--- src/rtl/exception_ctrl_pkg.sv ---
// exception_ctrl_pkg
//   Shared types and constants for the exception controller slice.
//   - exc_state_t     : controller FSM state encoding
//   - ESR_* codes     : exception syndrome values loaded into ESR on entry
//   - EXC_VECTOR_DEF  : default handler entry address
//   - esr_zext()      : zero-extends a syndrome onto the MRS read path
package exception_ctrl_pkg;

    localparam int unsigned N_DEF          = 64;
    localparam int unsigned ESR_W_DEF      = 4;
    localparam logic [63:0] EXC_VECTOR_DEF = 64'hD8;

    localparam logic [3:0] ESR_NONE       = 4'b0000;
    localparam logic [3:0] ESR_INVALID_OP = 4'b0001;
    localparam logic [3:0] ESR_IRQ        = 4'b0010;
    localparam logic [3:0] ESR_BAD_ERET   = 4'b0011;

    typedef enum logic [2:0] {
        S_RUN     = 3'd0,
        S_TAKE    = 3'd1,
        S_HANDLER = 3'd2,
        S_RET     = 3'd3,
        S_HALT    = 3'd4
    } exc_state_t;

    // Zero-extend a 4-bit syndrome to a 64-bit system-register read value.
    function automatic logic [63:0] esr_zext(input logic [3:0] esr);
        return {60'd0, esr};
    endfunction

endpackage

--- src/rtl/exception_ctrl_if.sv ---
// exception_ctrl_if
//   Bundles the decoder/PC-mux/IRQ/MRS signals of the exception controller.
//   master : core side (drives decoder info, IRQ line, MRS select)
//   slave  : exception_ctrl (drives flush/redirect, ELR/ESR, status, MRS data)
//   Port names follow the existing decoder signal names (NotAnInstr, ERet, ...).
interface exception_ctrl_if #(
    parameter int N     = 64,
    parameter int ESR_W = 4
);
    logic             instr_valid;
    logic             NotAnInstr;
    logic             ERet;
    logic [N-1:0]     pc_in;
    logic             ExtIRQ;
    logic             ExtAck;
    logic             Exc;
    logic             EReturn;
    logic [N-1:0]     redirect_pc;
    logic [N-1:0]     ELR;
    logic [ESR_W-1:0] ESR;
    logic             in_handler;
    logic             halted;
    logic             sysreg_sel;
    logic [N-1:0]     sysreg_rd;

    modport master (
        output instr_valid, NotAnInstr, ERet, pc_in, ExtIRQ, sysreg_sel,
        input  ExtAck, Exc, EReturn, redirect_pc, ELR, ESR, in_handler, halted, sysreg_rd
    );

    modport slave (
        input  instr_valid, NotAnInstr, ERet, pc_in, ExtIRQ, sysreg_sel,
        output ExtAck, Exc, EReturn, redirect_pc, ELR, ESR, in_handler, halted, sysreg_rd
    );
endinterface

--- src/rtl/exception_ctrl_sync_2ff.sv ---
// exception_ctrl_sync_2ff
//   Two-flop synchroniser for the asynchronous external IRQ level.
//   clk   : destination clock
//   reset : asynchronous active-high reset (output forced low)
//   d     : asynchronous input
//   q     : synchronised output, two clk edges behind d
module exception_ctrl_sync_2ff (
    input  logic clk,
    input  logic reset,
    input  logic d,
    output logic q
);
    logic meta_r;
    logic sync_r;

    // Two-stage shift resolving metastability on the first stage.
    always_ff @(posedge clk or posedge reset) begin
        if (reset) begin
            meta_r <= 1'b0;
            sync_r <= 1'b0;
        end else begin
            meta_r <= d;
            sync_r <= meta_r;
        end
    end

    assign q = sync_r;
endmodule

--- src/rtl/exception_ctrl.sv ---
// exception_ctrl
//   Sequences exception entry and return for the LEGv8 core: captures
//   ELR/ESR, issues one-cycle flush+redirect pulses to the PC mux,
//   acknowledges the external IRQ and serves ESR/ELR to MRS.
//   clk   : core clock
//   reset : asynchronous active-high reset (aborts any handler to RUN)
//   bus   : exception_ctrl_if.slave
//           in : instr_valid, NotAnInstr, ERet, pc_in, ExtIRQ, sysreg_sel
//           out: ExtAck, Exc, EReturn, redirect_pc, ELR, ESR, in_handler,
//                halted (all registered), sysreg_rd (combinational)
module exception_ctrl
    import exception_ctrl_pkg::*;
#(
    parameter int           N          = 64,
    parameter logic [N-1:0] EXC_VECTOR = N'(64'hD8),
    parameter int           ESR_W      = 4
) (
    input  logic              clk,
    input  logic              reset,
    exception_ctrl_if.slave   bus
);

    exc_state_t       state_r;
    exc_state_t       state_nxt_s;

    logic             irq_sync_s;
    logic             irq_pending_r;
    logic [2:0]       ack_dly_r;

    logic             take_s;
    logic [ESR_W-1:0] take_esr_s;

    logic [N-1:0]     elr_r;
    logic [ESR_W-1:0] esr_r;

    logic             exc_r;
    logic             ereturn_r;
    logic             ext_ack_r;
    logic [N-1:0]     redirect_pc_r;
    logic             in_handler_r;
    logic             halted_r;

    logic             exc_nxt_s;
    logic             ereturn_nxt_s;
    logic             ext_ack_nxt_s;
    logic [N-1:0]     redirect_pc_nxt_s;
    logic             in_handler_nxt_s;
    logic             halted_nxt_s;

    logic             valid_nai_s;
    logic             valid_eret_s;

    exception_ctrl_sync_2ff u_irq_sync (
        .clk   (clk),
        .reset (reset),
        .d     (bus.ExtIRQ),
        .q     (irq_sync_s)
    );

    // Decoder flags only count for real (non-bubble) instructions.
    assign valid_nai_s  = bus.instr_valid & bus.NotAnInstr;
    assign valid_eret_s = bus.instr_valid & bus.ERet;

    // Pending-IRQ latch. The synced level keeps reading high for a few
    // cycles after the source drops, so it is ignored while ExtAck is
    // high and for three cycles after, so a source that drops right
    // after the ack does not re-enter.
    always_ff @(posedge clk or posedge reset) begin
        if (reset) begin
            irq_pending_r <= 1'b0;
            ack_dly_r     <= 3'b000;
        end else begin
            ack_dly_r <= {ack_dly_r[1:0], ext_ack_r};
            if (ext_ack_r) begin
                irq_pending_r <= 1'b0;
            end else if (irq_sync_s && (ack_dly_r == 3'b000)) begin
                irq_pending_r <= 1'b1;
            end else begin
                irq_pending_r <= irq_pending_r;
            end
        end
    end

    // FSM state register.
    always_ff @(posedge clk or posedge reset) begin
        if (reset) begin
            state_r <= S_RUN;
        end else begin
            state_r <= state_nxt_s;
        end
    end

    // Next-state decode and exception-entry selection.
    always_comb begin
        state_nxt_s = state_r;
        take_s      = 1'b0;
        take_esr_s  = ESR_W'(ESR_NONE);
        case (state_r)
            S_RUN: begin
                if (valid_nai_s) begin
                    state_nxt_s = S_TAKE;
                    take_s      = 1'b1;
                    take_esr_s  = ESR_W'(ESR_INVALID_OP);
                end else if (valid_eret_s) begin
                    // ERET with no handler active is itself an exception.
                    state_nxt_s = S_TAKE;
                    take_s      = 1'b1;
                    take_esr_s  = ESR_W'(ESR_BAD_ERET);
                end else if (irq_pending_r) begin
                    state_nxt_s = S_TAKE;
                    take_s      = 1'b1;
                    take_esr_s  = ESR_W'(ESR_IRQ);
                end else begin
                    state_nxt_s = S_RUN;
                end
            end
            S_TAKE: begin
                state_nxt_s = S_HANDLER;
            end
            S_HANDLER: begin
                // A fault inside the handler is unrecoverable.
                if (valid_nai_s) begin
                    state_nxt_s = S_HALT;
                end else if (valid_eret_s) begin
                    state_nxt_s = S_RET;
                end else begin
                    state_nxt_s = S_HANDLER;
                end
            end
            S_RET: begin
                state_nxt_s = S_RUN;
            end
            S_HALT: begin
                state_nxt_s = S_HALT;
            end
            default: begin
                state_nxt_s = S_RUN;
            end
        endcase
    end

    // Output values for the cycle after this edge, decoded from the next state.
    always_comb begin
        exc_nxt_s         = 1'b0;
        ereturn_nxt_s     = 1'b0;
        in_handler_nxt_s  = 1'b0;
        halted_nxt_s      = 1'b0;
        redirect_pc_nxt_s = '0;
        ext_ack_nxt_s     = take_s && (take_esr_s == ESR_W'(ESR_IRQ));
        case (state_nxt_s)
            S_RUN: begin
                redirect_pc_nxt_s = '0;
            end
            S_TAKE: begin
                exc_nxt_s         = 1'b1;
                redirect_pc_nxt_s = EXC_VECTOR;
            end
            S_HANDLER: begin
                in_handler_nxt_s = 1'b1;
            end
            S_RET: begin
                ereturn_nxt_s     = 1'b1;
                in_handler_nxt_s  = 1'b1;
                redirect_pc_nxt_s = elr_r;
            end
            S_HALT: begin
                halted_nxt_s = 1'b1;
            end
            default: begin
                redirect_pc_nxt_s = '0;
            end
        endcase
    end

    // ELR/ESR capture on exception entry; frozen otherwise.
    always_ff @(posedge clk or posedge reset) begin
        if (reset) begin
            elr_r <= '0;
            esr_r <= '0;
        end else if (take_s) begin
            elr_r <= bus.pc_in;
            esr_r <= take_esr_s;
        end else begin
            elr_r <= elr_r;
            esr_r <= esr_r;
        end
    end

    // Registered control outputs.
    always_ff @(posedge clk or posedge reset) begin
        if (reset) begin
            exc_r         <= 1'b0;
            ereturn_r     <= 1'b0;
            ext_ack_r     <= 1'b0;
            redirect_pc_r <= '0;
            in_handler_r  <= 1'b0;
            halted_r      <= 1'b0;
        end else begin
            exc_r         <= exc_nxt_s;
            ereturn_r     <= ereturn_nxt_s;
            ext_ack_r     <= ext_ack_nxt_s;
            redirect_pc_r <= redirect_pc_nxt_s;
            in_handler_r  <= in_handler_nxt_s;
            halted_r      <= halted_nxt_s;
        end
    end

    // MRS read mux: ESR zero-extended, or ELR.
    always_comb begin
        if (bus.sysreg_sel) begin
            bus.sysreg_rd = elr_r;
        end else begin
            bus.sysreg_rd = N'(esr_zext(4'(esr_r)));
        end
    end

    assign bus.Exc         = exc_r;
    assign bus.EReturn     = ereturn_r;
    assign bus.ExtAck      = ext_ack_r;
    assign bus.redirect_pc = redirect_pc_r;
    assign bus.ELR         = elr_r;
    assign bus.ESR         = esr_r;
    assign bus.in_handler  = in_handler_r;
    assign bus.halted      = halted_r;

endmodule

--- src/flat_wrapper.sv ---
// flat-port wrapper written by rule: the top's interface ports become plain ports
module exception_ctrl_flat import exception_ctrl_pkg::*;
#(
    parameter int           N          = 64,
    parameter logic [N-1:0] EXC_VECTOR = N'(64'hD8),
    parameter int           ESR_W      = 4
)
  (clk, reset, bus_instr_valid, bus_NotAnInstr, bus_ERet, bus_pc_in, bus_ExtIRQ, bus_sysreg_sel, bus_ExtAck, bus_Exc, bus_EReturn, bus_redirect_pc, bus_ELR, bus_ESR, bus_in_handler, bus_halted, bus_sysreg_rd);
  exception_ctrl_if #(.N(N), .ESR_W(ESR_W)) bus_i ();
  input  logic clk;
  input  logic reset;
  input wire logic [$bits(bus_i.instr_valid)-1:0] bus_instr_valid;
  input wire logic [$bits(bus_i.NotAnInstr)-1:0] bus_NotAnInstr;
  input wire logic [$bits(bus_i.ERet)-1:0] bus_ERet;
  input wire logic [$bits(bus_i.pc_in)-1:0] bus_pc_in;
  input wire logic [$bits(bus_i.ExtIRQ)-1:0] bus_ExtIRQ;
  input wire logic [$bits(bus_i.sysreg_sel)-1:0] bus_sysreg_sel;
  output wire logic [$bits(bus_i.ExtAck)-1:0] bus_ExtAck;
  output wire logic [$bits(bus_i.Exc)-1:0] bus_Exc;
  output wire logic [$bits(bus_i.EReturn)-1:0] bus_EReturn;
  output wire logic [$bits(bus_i.redirect_pc)-1:0] bus_redirect_pc;
  output wire logic [$bits(bus_i.ELR)-1:0] bus_ELR;
  output wire logic [$bits(bus_i.ESR)-1:0] bus_ESR;
  output wire logic [$bits(bus_i.in_handler)-1:0] bus_in_handler;
  output wire logic [$bits(bus_i.halted)-1:0] bus_halted;
  output wire logic [$bits(bus_i.sysreg_rd)-1:0] bus_sysreg_rd;
  assign bus_i.instr_valid = bus_instr_valid;
  assign bus_i.NotAnInstr = bus_NotAnInstr;
  assign bus_i.ERet = bus_ERet;
  assign bus_i.pc_in = bus_pc_in;
  assign bus_i.ExtIRQ = bus_ExtIRQ;
  assign bus_i.sysreg_sel = bus_sysreg_sel;
  assign bus_ExtAck = bus_i.ExtAck;
  assign bus_Exc = bus_i.Exc;
  assign bus_EReturn = bus_i.EReturn;
  assign bus_redirect_pc = bus_i.redirect_pc;
  assign bus_ELR = bus_i.ELR;
  assign bus_ESR = bus_i.ESR;
  assign bus_in_handler = bus_i.in_handler;
  assign bus_halted = bus_i.halted;
  assign bus_sysreg_rd = bus_i.sysreg_rd;
  exception_ctrl #(.N(N), .EXC_VECTOR(EXC_VECTOR), .ESR_W(ESR_W)) u_core (.clk(clk), .reset(reset), .bus(bus_i));
endmodule
--- config.mk ---
export PLATFORM = sky130hd
export DESIGN_NAME = exception_ctrl_flat
export DESIGN_NICKNAME = d
export VERILOG_FILES = /design/src/rtl/exception_ctrl_pkg.sv /design/src/rtl/exception_ctrl_if.sv /design/src/rtl/exception_ctrl_sync_2ff.sv /design/src/rtl/exception_ctrl.sv /design/src/flat_wrapper.sv
export SDC_FILE = /design/constraint.sdc
export NUM_CORES = 1
export LEC_CHECK = 0
export CAP_MARGIN = 20
export CORE_MARGIN = 3
export CORE_UTILIZATION = 40
export CTS_BUF_LIST = sky130_fd_sc_hd__clkbuf_4
export DETAILED_ROUTE_END_ITERATION = 8
export GPL_ROUTABILITY_DRIVEN = 0
export HOLD_SLACK_MARGIN = 0.06
export PLACE_DENSITY = 0.79
export SYNTH_ARGS = -nofsm -noshare
export SYNTH_HDL_FRONTEND = slang
export SYNTH_SLANG_ARGS = --single-unit
--- constraint.sdc ---
create_clock -name clk -period 11.2 [get_ports clk]
set_input_delay 2.8 -clock clk [delete_from_list [all_inputs] [get_ports clk]]
set_output_delay 2.8 -clock clk [all_outputs]
set_load 0.005 [all_outputs]
==> flow_summary.toml <==
[timing]
min_period_ns = 7.181
whs_ns = 0.3607
fmax_mhz = 139.2
hold_viol = 0
setup_viol = 0
tns_ns = 0
slew_headroom_pct = 38.12
maxSlewViolCount = 0
tightest_slew_ns = 0.9282
skew_ns = 0.01444
rsz0062_at_grt = "false"
finalCritPeriodShare_pct = 64.12

[placed_design]
dp.cells = 815
hpwl_mm = 10.24
portBuffers = 269
placed_cell_area_um2 = 8506

[final_layout]
fillers = 1076
most-common-layout-cells = "clkdlybuf4s50_1 (268), dfrtp_1 (144), and2_1 (122)"
drive_above_1_share_pct = 15.27
antenna_cells = 0
final-seq-area_um2 = 3603
nets = 726
post-route-cell-area_um2 = 8813
layout_commonest_cell = "clkdlybuf4s50_1"
final_util_pct = 63.01
syn_to_final_growth_pct = 52.80
multi_input_area_um2 = 1958
instances_no_fill = 848

[power]
total_leakage_power_uw = 0.003950
intPower_uw = 1520
pwr-share-seq_pct = 38.9
p_sw_uw = 629.3
pwr-share-clk_pct = 15.3
swShare_pct = 29.28
powerDensity_nw_per_um2 = 243.8
irDropWorstVdd_uv = 151.3
p_comb_share_pct = 45.8

[logic_synthesis]
netlist.area_leader.share_pct = 62.47
ys_warn_count = 0
synthTopCellsByArea = "dfrtp_1 (62%), mux2_4 (17%), and2_1 (13%)"
synth_cells = 386
yosysTopAreaCell = "dfrtp_1"
seq_area_frac_synth_pct = 62.47
synth_seq_cells = 144
avgSynthCellArea_um2 = 14.94
yosysUniqueCellTypes = 27
synth_area_um2 = 5768

[floorplanning]
initial_core_util_pct = 41.23
io_pins = 272
die_area_um2 = 15900
core.rowCount = 43
dieWidth_um = 126.1
core_area_um2 = 13990
die_h_um = 126.1

[route]
postRouteWirelength_mm = 14.45
wl_per_cell_um = 17.04
met2_wirelength_mm = 7.256
ant_nets = 0
wl_met1_mm = 5.780
met3_length_mm = 1.189
vias_per_cell = 4.584
vias = 3887
firstDrtPassIters = 4
routed.top_layer = "met4"
drcViolationCount = 0
drt_iter0_drc = 185

[global_routing]
grt_max_degree = 78
grt_overflow = 0
antenna_found_initial = 0
grt_pass1_wl_mm = 22.98
grt_pass1_vias = 4219
grt_usage_pct = 18.50

[clocking]
cts_resized = 0
ctsHoldBuffers = 0
cts_root_buf = "clkbuf_4"
path_clk_slew_ns = 0.11
cts_tree = "built"
clk-insertion-delay-late_ns = 0.52
h-tree-depth = 4
postCtsSetupRepairBufs = 0
cts_sinks = 144
cts_buffers = 17
clockBufferDepth = 2

[setup_path]
crit_buf_inv = 2
cp-end-kind = "output pin"
slowest_delay_ns = 0.69
cpLargestDelayFamily = "buffers and inverters"
cp_slowest_cell = "buf_2"
path_class = "input pin to output pin"
arrival_ns = 4.38
start_kind = "input pin"
cp_cell_sequence = "buf_2, mux2_2, clkdlybuf4s50_1"
crit_required_ns = 8.40
path_max_fanout = 64

[run_status]
status = "finished clean"

[min_path]
hold_path.class = "flip-flop to flip-flop"

[run]
cap_violations = 0
final cells by class:
class | instances | area share, %
flip-flops and latches | 144 | 40.89
inverters | 1 | 0.09938
multi-input cells | 218 | 22.22
clock buffers | 18 | 1.533
well taps | 180 | 2.555
repair buffers | 273 | 31.03
clock inverters | 14 | 1.675
metal layers:
layer  vias up  global-route usage [%]
met5         -                       0
met2       186                   31.21
met1      1892                   22.05
met3        18                   6.319
met4         0                   6.751
li1       1791                       -
power by group through the flow:
stage / logic [uW] / registers (uW) / clock network, uW
final: 984 / 837 / 329
after global routing: 1050 / 865 / 366
after CTS: 997 / 839 / 341
after detailed placement: 990 / 848 / 0
after global placement: 978 / 835 / 0
after floorplan: 535 / 810 / 0
flip-flops by register name, indices dropped and copies added (netlist names):
signal,flops
u_core.bus.Exc,1
u_core.bus.ExtAck,1
u_core.bus.redirect_pc,64
u_core.bus.EReturn,1
u_core.ack_dly_r,3
u_core.u_irq_sync.q,1
u_core.bus.ESR,2
u_core.bus.in_handler,1
u_core.state_r,3
u_core.bus.halted,1
u_core.irq_pending_r,1
u_core.u_irq_sync.meta_r,1
u_core.bus.ELR,64
cells in the mapped netlist (all sizes together):
| cell | n |
|---|---|
| a21o | 5 |
| a21oi | 5 |
| a22o | 1 |
| a31oi | 1 |
| and2 | 122 |
| buf | 11 |
| clkbuf | 13 |
| conb | 1 |
| dfrtp | 144 |
| inv | 1 |
| mux2 | 66 |
| nand2 | 2 |
| nand2b | 2 |
| nand3b | 1 |
| nand4b | 2 |
| nor2 | 3 |
| nor3 | 2 |
| nor4b | 1 |
| o21a | 2 |
| or2 | 1 |
through the flow:
stage,total power (uW),worst slack [ns]
2_1_floorplan,1345,4.534
3_3_place_gp,1812,4.105
3_5_place_dp,1838,3.993
4_1_cts,2178,3.998
5_1_grt,2277,3.885
6_report,2149,4.019
final timing paths:
path                       cells past startpoint  slack, ns                          to                      from
hold / removal                                 0       0.36         u_core.u_irq_sync.q  u_core.u_irq_sync.meta_r
setup reg to reg                               4       8.64          u_core.bus.ELR[46]         u_core.state_r[0]
max in group asynchronous                      3       7.13  u_core.bus.redirect_pc[45]                     reset
hold reg to reg                                0       0.36         u_core.u_irq_sync.q  u_core.u_irq_sync.meta_r
setup / recovery                               3       4.02            bus_sysreg_rd[1]            bus_sysreg_sel
min in group asynchronous                      2       2.74          u_core.bus.ELR[30]                     reset
kinds of logic after synthesis:
family / share of synthesized area, %
flops: 62.47
buf+inv: 3.883
simple gates: 14.92
mux: 17.05
compound gates: 1.605
other cells: 0.06501
Power figures use the tool's default switching activity.
